`src/rtl/i2c_target_pkg.sv`:
```
// Shared state encoding and protocol constants for the I2C register target.
package i2c_target_pkg;

  typedef enum logic [3:0] {
    IDLE, ADDR, ACK_ADDR, PTR, ACK_PTR, WRITE, ACK_WR, READ, MACK, IGNORE
  } state_t;

  localparam logic ACK_BIT   = 1'b0;
  localparam int   BIT_CNT_W = 4;

endpackage

```
`src/rtl/i2c_line_sync.sv`:
```
// Synchronizes raw SCL/SDA into the clock domain and detects SCL edges plus START/STOP.
module i2c_line_sync #(
  parameter int SYNC_STAGES = 2
) (
  input  logic clk,
  input  logic reset,
  input  logic scl_in,
  input  logic sda_in,
  output logic sda,
  output logic scl_rise,
  output logic scl_fall,
  output logic start_det,
  output logic stop_det
);

  logic [SYNC_STAGES-1:0] scl_sync_r;
  logic [SYNC_STAGES-1:0] sda_sync_r;
  logic                   scl_prev_r;
  logic                   sda_prev_r;
  logic                   scl_s;

  assign scl_s = scl_sync_r[SYNC_STAGES-1];
  assign sda   = sda_sync_r[SYNC_STAGES-1];

  // Synchronizer chains idle high, matching a released bus.
  always_ff @(posedge clk or posedge reset) begin
    if (reset) begin
      scl_sync_r <= {SYNC_STAGES{1'b1}};
      sda_sync_r <= {SYNC_STAGES{1'b1}};
      scl_prev_r <= 1'b1;
      sda_prev_r <= 1'b1;
    end else begin
      scl_sync_r <= {scl_sync_r[SYNC_STAGES-2:0], scl_in};
      sda_sync_r <= {sda_sync_r[SYNC_STAGES-2:0], sda_in};
      scl_prev_r <= scl_s;
      sda_prev_r <= sda;
    end
  end

  assign scl_rise  = scl_s & ~scl_prev_r;
  assign scl_fall  = ~scl_s & scl_prev_r;
  assign start_det = scl_s & scl_prev_r & sda_prev_r & ~sda;
  assign stop_det  = scl_s & scl_prev_r & ~sda_prev_r & sda;

endmodule

```
`src/rtl/i2c_register_target.sv`:
```
// I2C target emulating an accelerometer register file; pointer write, data write, repeated-start read.
// Optional macro I2C_TGT_AUTO_INC_EN enables pointer auto-increment on burst bytes.
module i2c_register_target
  import i2c_target_pkg::*;
#(
  parameter logic [6:0] DEV_ADDR    = 7'h1D,
  parameter int         NUM_REGS    = 64,
  parameter int         SYNC_STAGES = 2,
  localparam int        PW          = $clog2(NUM_REGS)
) (
  input  logic          clk,
  input  logic          reset,
  input  logic          scl_in,
  input  logic          sda_in,
  output logic          sda_oe,
  input  logic          ld_en,
  input  logic [PW-1:0] ld_addr,
  input  logic [7:0]    ld_data,
  output logic          wr_strobe,
  output logic [PW-1:0] wr_addr,
  output logic [7:0]    wr_data,
  output logic          bus_active
);

  logic sda, scl_rise, scl_fall, start_det, stop_det;

  i2c_line_sync #(.SYNC_STAGES(SYNC_STAGES)) u_line_sync (
    .clk      (clk),
    .reset    (reset),
    .scl_in   (scl_in),
    .sda_in   (sda_in),
    .sda      (sda),
    .scl_rise (scl_rise),
    .scl_fall (scl_fall),
    .start_det(start_det),
    .stop_det (stop_det)
  );

  state_t               state_r, state_n;
  logic [BIT_CNT_W-1:0] cnt_r, cnt_n;
  logic [7:0]           shift_r, shift_n;
  logic [PW-1:0]        ptr_r, ptr_n, ptr_inc_s;
  logic                 rw_r, rw_n;
  logic                 sda_oe_r, sda_oe_n;
  logic                 bus_active_r, bus_active_n;
  logic                 wr_strobe_r, wr_strobe_n;
  logic [PW-1:0]        wr_addr_r, wr_addr_n;
  logic [7:0]           wr_data_r, wr_data_n;
  logic                 reg_we_s, byte_done_s;
  logic [7:0]           byte_s;
  logic [7:0]           regs_r [NUM_REGS];

`ifdef I2C_TGT_AUTO_INC_EN
  assign ptr_inc_s = (ptr_r == PW'(NUM_REGS - 1)) ? {PW{1'b0}} : ptr_r + PW'(1);
`else
  assign ptr_inc_s = ptr_r;
`endif

  assign sda_oe     = sda_oe_r;
  assign bus_active = bus_active_r;
  assign wr_strobe  = wr_strobe_r;
  assign wr_addr    = wr_addr_r;
  assign wr_data    = wr_data_r;

  // Next-state and output decode; START/STOP override every state.
  always_comb begin
    state_n      = state_r;
    cnt_n        = cnt_r;
    shift_n      = shift_r;
    ptr_n        = ptr_r;
    rw_n         = rw_r;
    sda_oe_n     = sda_oe_r;
    bus_active_n = bus_active_r;
    wr_strobe_n  = 1'b0;
    wr_addr_n    = wr_addr_r;
    wr_data_n    = wr_data_r;
    reg_we_s     = 1'b0;
    byte_s       = {shift_r[6:0], sda};
    byte_done_s  = scl_rise && (cnt_r == 4'd7);

    if (stop_det) begin
      state_n      = IDLE;
      sda_oe_n     = 1'b0;
      bus_active_n = 1'b0;
      cnt_n        = 4'd0;
    end else if (start_det) begin
      state_n      = ADDR;
      sda_oe_n     = 1'b0;
      bus_active_n = 1'b1;
      cnt_n        = 4'd0;
    end else begin
      case (state_r)
        ADDR, PTR, WRITE: begin
          if (scl_rise) begin
            shift_n = byte_s;
            cnt_n   = byte_done_s ? 4'd0 : cnt_r + 4'd1;
          end else begin
            shift_n = shift_r;
          end
          if (byte_done_s && state_r == ADDR) begin
            rw_n    = byte_s[0];
            state_n = (byte_s[7:1] == DEV_ADDR) ? ACK_ADDR : IGNORE;
          end else if (byte_done_s && state_r == PTR) begin
            ptr_n   = PW'({24'd0, byte_s} % NUM_REGS);
            state_n = ACK_PTR;
          end else if (byte_done_s) begin
            reg_we_s    = 1'b1;
            wr_strobe_n = 1'b1;
            wr_addr_n   = ptr_r;
            wr_data_n   = byte_s;
            state_n     = ACK_WR;
          end else begin
            state_n = state_r;
          end
        end
        ACK_ADDR, ACK_PTR, ACK_WR: begin
          // First fall drives the ACK, second fall ends the ninth clock.
          if (scl_fall && cnt_r == 4'd0) begin
            sda_oe_n = ~ACK_BIT;
            cnt_n    = 4'd1;
          end else if (scl_fall) begin
            sda_oe_n = 1'b0;
            cnt_n    = 4'd0;
            case (state_r)
              ACK_ADDR: begin
                if (rw_r) begin
                  state_n  = READ;
                  shift_n  = {regs_r[ptr_r][6:0], 1'b0};
                  sda_oe_n = ~regs_r[ptr_r][7];
                  cnt_n    = 4'd1;
                end else begin
                  state_n = PTR;
                end
              end
              ACK_PTR: state_n = WRITE;
              default: begin
                state_n = WRITE;
                ptr_n   = ptr_inc_s;
              end
            endcase
          end else begin
            cnt_n = cnt_r;
          end
        end
        READ: begin
          if (scl_fall && cnt_r == 4'd8) begin
            sda_oe_n = 1'b0;
            cnt_n    = 4'd0;
            state_n  = MACK;
          end else if (scl_fall) begin
            sda_oe_n = ~shift_r[7];
            shift_n  = {shift_r[6:0], 1'b0};
            cnt_n    = cnt_r + 4'd1;
          end else begin
            cnt_n = cnt_r;
          end
        end
        MACK: begin
          if (scl_rise && sda == ACK_BIT) begin
            ptr_n   = ptr_inc_s;
            shift_n = regs_r[ptr_inc_s];
            state_n = READ;
          end else if (scl_rise) begin
            state_n = IGNORE;
          end else begin
            state_n = state_r;
          end
        end
        IDLE, IGNORE: state_n = state_r;
        default:      state_n = IDLE;
      endcase
    end
  end

  // Protocol state and registered outputs.
  always_ff @(posedge clk or posedge reset) begin
    if (reset) begin
      state_r      <= IDLE;
      cnt_r        <= 4'd0;
      shift_r      <= 8'h00;
      ptr_r        <= {PW{1'b0}};
      rw_r         <= 1'b0;
      sda_oe_r     <= 1'b0;
      bus_active_r <= 1'b0;
      wr_strobe_r  <= 1'b0;
      wr_addr_r    <= {PW{1'b0}};
      wr_data_r    <= 8'h00;
    end else begin
      state_r      <= state_n;
      cnt_r        <= cnt_n;
      shift_r      <= shift_n;
      ptr_r        <= ptr_n;
      rw_r         <= rw_n;
      sda_oe_r     <= sda_oe_n;
      bus_active_r <= bus_active_n;
      wr_strobe_r  <= wr_strobe_n;
      wr_addr_r    <= wr_addr_n;
      wr_data_r    <= wr_data_n;
    end
  end

  // Register file; a bus write overrides a same-cycle host load to the same entry.
  always_ff @(posedge clk or posedge reset) begin
    if (reset) begin
      for (int i = 0; i < NUM_REGS; i++) regs_r[i] <= 8'h00;
    end else begin
      if (ld_en) regs_r[ld_addr] <= ld_data;
      if (reg_we_s) regs_r[ptr_r] <= byte_s;
    end
  end

endmodule

```
`config.mk`:
```
export PLATFORM = sky130hd
export DESIGN_NAME = i2c_register_target
export DESIGN_NICKNAME = d
export VERILOG_FILES = /design/src/rtl/i2c_target_pkg.sv /design/src/rtl/i2c_line_sync.sv /design/src/rtl/i2c_register_target.sv
export SDC_FILE = /design/constraint.sdc
export NUM_CORES = 2
export LEC_CHECK = 0
export ABC_CLOCK_PERIOD_IN_PS = 58400
export CAP_MARGIN = 20
export CORE_ASPECT_RATIO = 1.1
export CORE_MARGIN = 1.5
export CORE_UTILIZATION = 50
export CTS_CLUSTER_DIAMETER = 40
export DETAILED_ROUTE_END_ITERATION = 7
export PLACE_DENSITY_LB_ADDON = 0.25
export SYNTH_ARGS = -nofsm -noshare
export SYNTH_HDL_FRONTEND = slang
export SYNTH_SLANG_ARGS = --single-unit
```
`constraint.sdc`:
```
create_clock -name clk -period 58.4 [get_ports clk]
set_clock_uncertainty 0.05 [all_clocks]
set_input_delay 11.68 -clock clk [delete_from_list [all_inputs] [get_ports clk]]
set_output_delay 11.68 -clock clk [all_outputs]
set_load 0.05 [all_outputs]
```
==> metrics.cfg <==
[outcome]
status = finished, final reports clean

[clock_network]
root_buffer = clkbuf_16
cts_tree = done
cts_inserted_buffers = 87
cts_max_level = 3
cts_setup_buffers = 0
cts.path.max_buffers = 3
holdBufCountCts = 0
cts_sinks = 558
path_clk_slew_ps = 60
cts-resized-gates = 0
insertion_delay_ps = 650

[critical_path]
worstPathArrival_ps = 15490
crit_type = input pin to asynchronous set/reset pin
startpoint_type = input pin
end_kind = asynchronous set/reset pin
cp.required_ps = 58990
worstPathMaxFanout = 136

[pwr]
ir_worst_vdd_uv = 33.5
p_per_area_mw_per_mm2 = 35.1
p_leak_nw = 13.6

[synthesis]
synth_cell_types = 74
synth_edf_count = 0
yosys_warnings = 0
yosysSeqAreaShare = 0.453
ys_ff_latch = 558
netlist.area_leader.share = 0.448
synth.most_common_cell = mux2i_1
netlist_area_mm2 = 0.0308
syn_avg_cell_area_um2 = 9.73
synth_area_leaders = dfrtp_1, mux2i_1, nand2_1
yosys.area.top_type = dfrtp_1
ys.flop_type = dfrtp_1
synthCells = 3168
synthTopCellsByCount = mux2i_1, dfrtp_1, nand2_1
ys_async_sr_fraction = 1.00
synthesis.nets = 3189

[route]
wl_per_cell_um = 26.4
viasPerCell = 6.40
dr.pass1.iters = 8
drtIter0Drc = 3173
drc = 0
finalWirelength_um = 104000
vias = 25300
ant_nets = 0

[timing]
setup-tns-final_ps = 0
tightest_slew_ps = 1300
whs_ps = 310
drv_slew = 0
max_freq_mhz = 67.1
max-slew-margin-rel = 0.126
rsz0062_at_grt = false
post-route-min-period_ps = 14900
setup_viol = 0
final-hold-violation-count = 0
finalCritPeriodShare = 0.255

[die]
dieArea_mm2 = 0.0632
rows = 95
boundaryPins = 36
core_area_mm2 = 0.0610
dieHeight_um = 263
die_x_um = 240
start_util = 0.506

[final_layout]
multi_input_area_mm2 = 0.0157
area_growth_pct = 11.9
seqCellArea_mm2 = 0.0140
drive_gt1_frac = 0.113
nets = 3079
fillers = 5118

[grt]
antenna_found_initial = 2
grt_pass1_wl_um = 157000
grt_max_degree = 174
first_global_vias = 24800
grt_overflow_total = 0
track_usage = 0.331

[min_path]
hold_path_class = register to register

[place]
dp_hpwl_um = 61900
port_buffers = 35
gp_congestion = 0.967

[run]
maxCapViolations = 0

-- registers in the layout (all words and copies together) (netlist names) --
signal / count
wr_strobe: 1
u_line_sync.scl_sync_r: 2
shift_r: 8
sda_oe: 1
cnt_r: 4
wr_addr: 6
bus_active: 1
wr_data: 8
regs_r: 512
rw_r: 1
ptr_inc_s: 6
state_r: 4
u_line_sync.sda_prev_r: 1
u_line_sync.scl_prev_r: 1
u_line_sync.sda_sync_r: 2
-- placed cells by master, fill, tap and decap left out, types with 8 or more instances in the layout --
cell	instances
a31oi_1	15
inv_6	13
bufinv_16	11
o21ai_1	43
nand3b_1	9
clkinv_2	10
a221oi_1	21
a21oi_1	288
mux2i_1	566
clkdlybuf4s50_1	27
clkbuf_8	8
a211o_1	10
buf_2	8
nor2_1	365
nor2b_1	13
dfrtp_1	542
mux4_2	64
inv_1	8
a22oi_1	31
buf_4	42
nand2_1	398
clkbuf_1	10
and3_1	8
o21ai_0	254
o22ai_1	15
nand3_1	34
clkinvlp_4	8
mux2_2	40
clkbuf_16	89
nand2b_1	11
and3b_1	8
o211ai_1	8
-- kinds of logic (layout without fill, tap and decap cells) --
kind of cell,after synthesis,count (layout),synth area share
other,0,2,0
multiplexers,670,670,0.245
XOR/XNOR,1,1,0.000284
buffers and inverters,290,253,0.0399
AO/OA/AOI/OAI,746,746,0.137
AND/OR/NAND/NOR,901,901,0.124
adder cells (fa/ha/maj),2,2,0.000812
flip-flops,558,558,0.453
-- final cells by class --
class,instances,share of cell area
repair buffers,79,0.0193
diodes,2,0.000145
clock buffers,107,0.0689
well taps,824,0.0299
clock inverters,55,0.0207
flip-flops and latches,558,0.406
multi-input cells,2320,0.454
inverters,12,0.00152
-- power breakdown --
group          total, mW  internal (mW)  switching, mW
registers          0.469          0.438         0.0312
clock network      0.549          0.343          0.206
logic              0.191         0.0583          0.132
-- through the flow --
step | utilization | worst slack (ps) | instances | cell area (um^2) | total power [mW]
floorplan | - | 31080 | 3168 | 30800 | 0.592
global placement | 0.515 | 42840 | 3791 | 31400 | 0.651
detailed placement | 0.515 | 42780 | 3791 | 31400 | 0.659
CTS | 0.565 | 43440 | 3953 | 34500 | 1.21
global route | 0.565 | 43010 | 3955 | 34500 | 1.25
finish | 0.566 | 43500 | 3957 | 34500 | 1.21
-- path summary, 6_finish.rpt --
kind | from | endpoint | slack, ps | depth (start not counted)
worst max-delay path | reset | regs_r[272]$_DFF_PP0_ | 43500 | 5
worst min-delay path | u_line_sync.scl_sync_r[0]$_DFF_PP1_ | u_line_sync.scl_sync_r[1]$_DFF_PP1_ | 310 | 0
worst max register to register | ptr_inc_s[2]$_DFFE_PP0P_ | shift_r[2]$_DFFE_PP0P_ | 53700 | 9
worst min register to register | u_line_sync.scl_sync_r[0]$_DFF_PP1_ | u_line_sync.scl_sync_r[1]$_DFF_PP1_ | 310 | 0
max in group clk | ld_addr[1] | regs_r[102]$_DFF_PP0_ | 43870 | 6
min in group asynchronous | reset | regs_r[189]$_DFF_PP0_ | 11540 | 2
-- layer usage --
metal  wire length (um)  global-route usage  vias to the layer above  part of all wire
li1                   -                   -                    11000                 -
met1              40600               0.430                    12500              0.39
met4               6780               0.200                        2             0.065
met5                 11                   0                        -           0.00011
met2              46700               0.505                     1474              0.45
met3              10500              0.0729                      363              0.10
-- critical path, cell delays in order --
cell and delay, ps:
clkdlybuf4s50_1 490, inv_8 590, buf_4 770, buf_4 790, buf_4 810
Note: power is estimated with default switching activity, not from simulation.
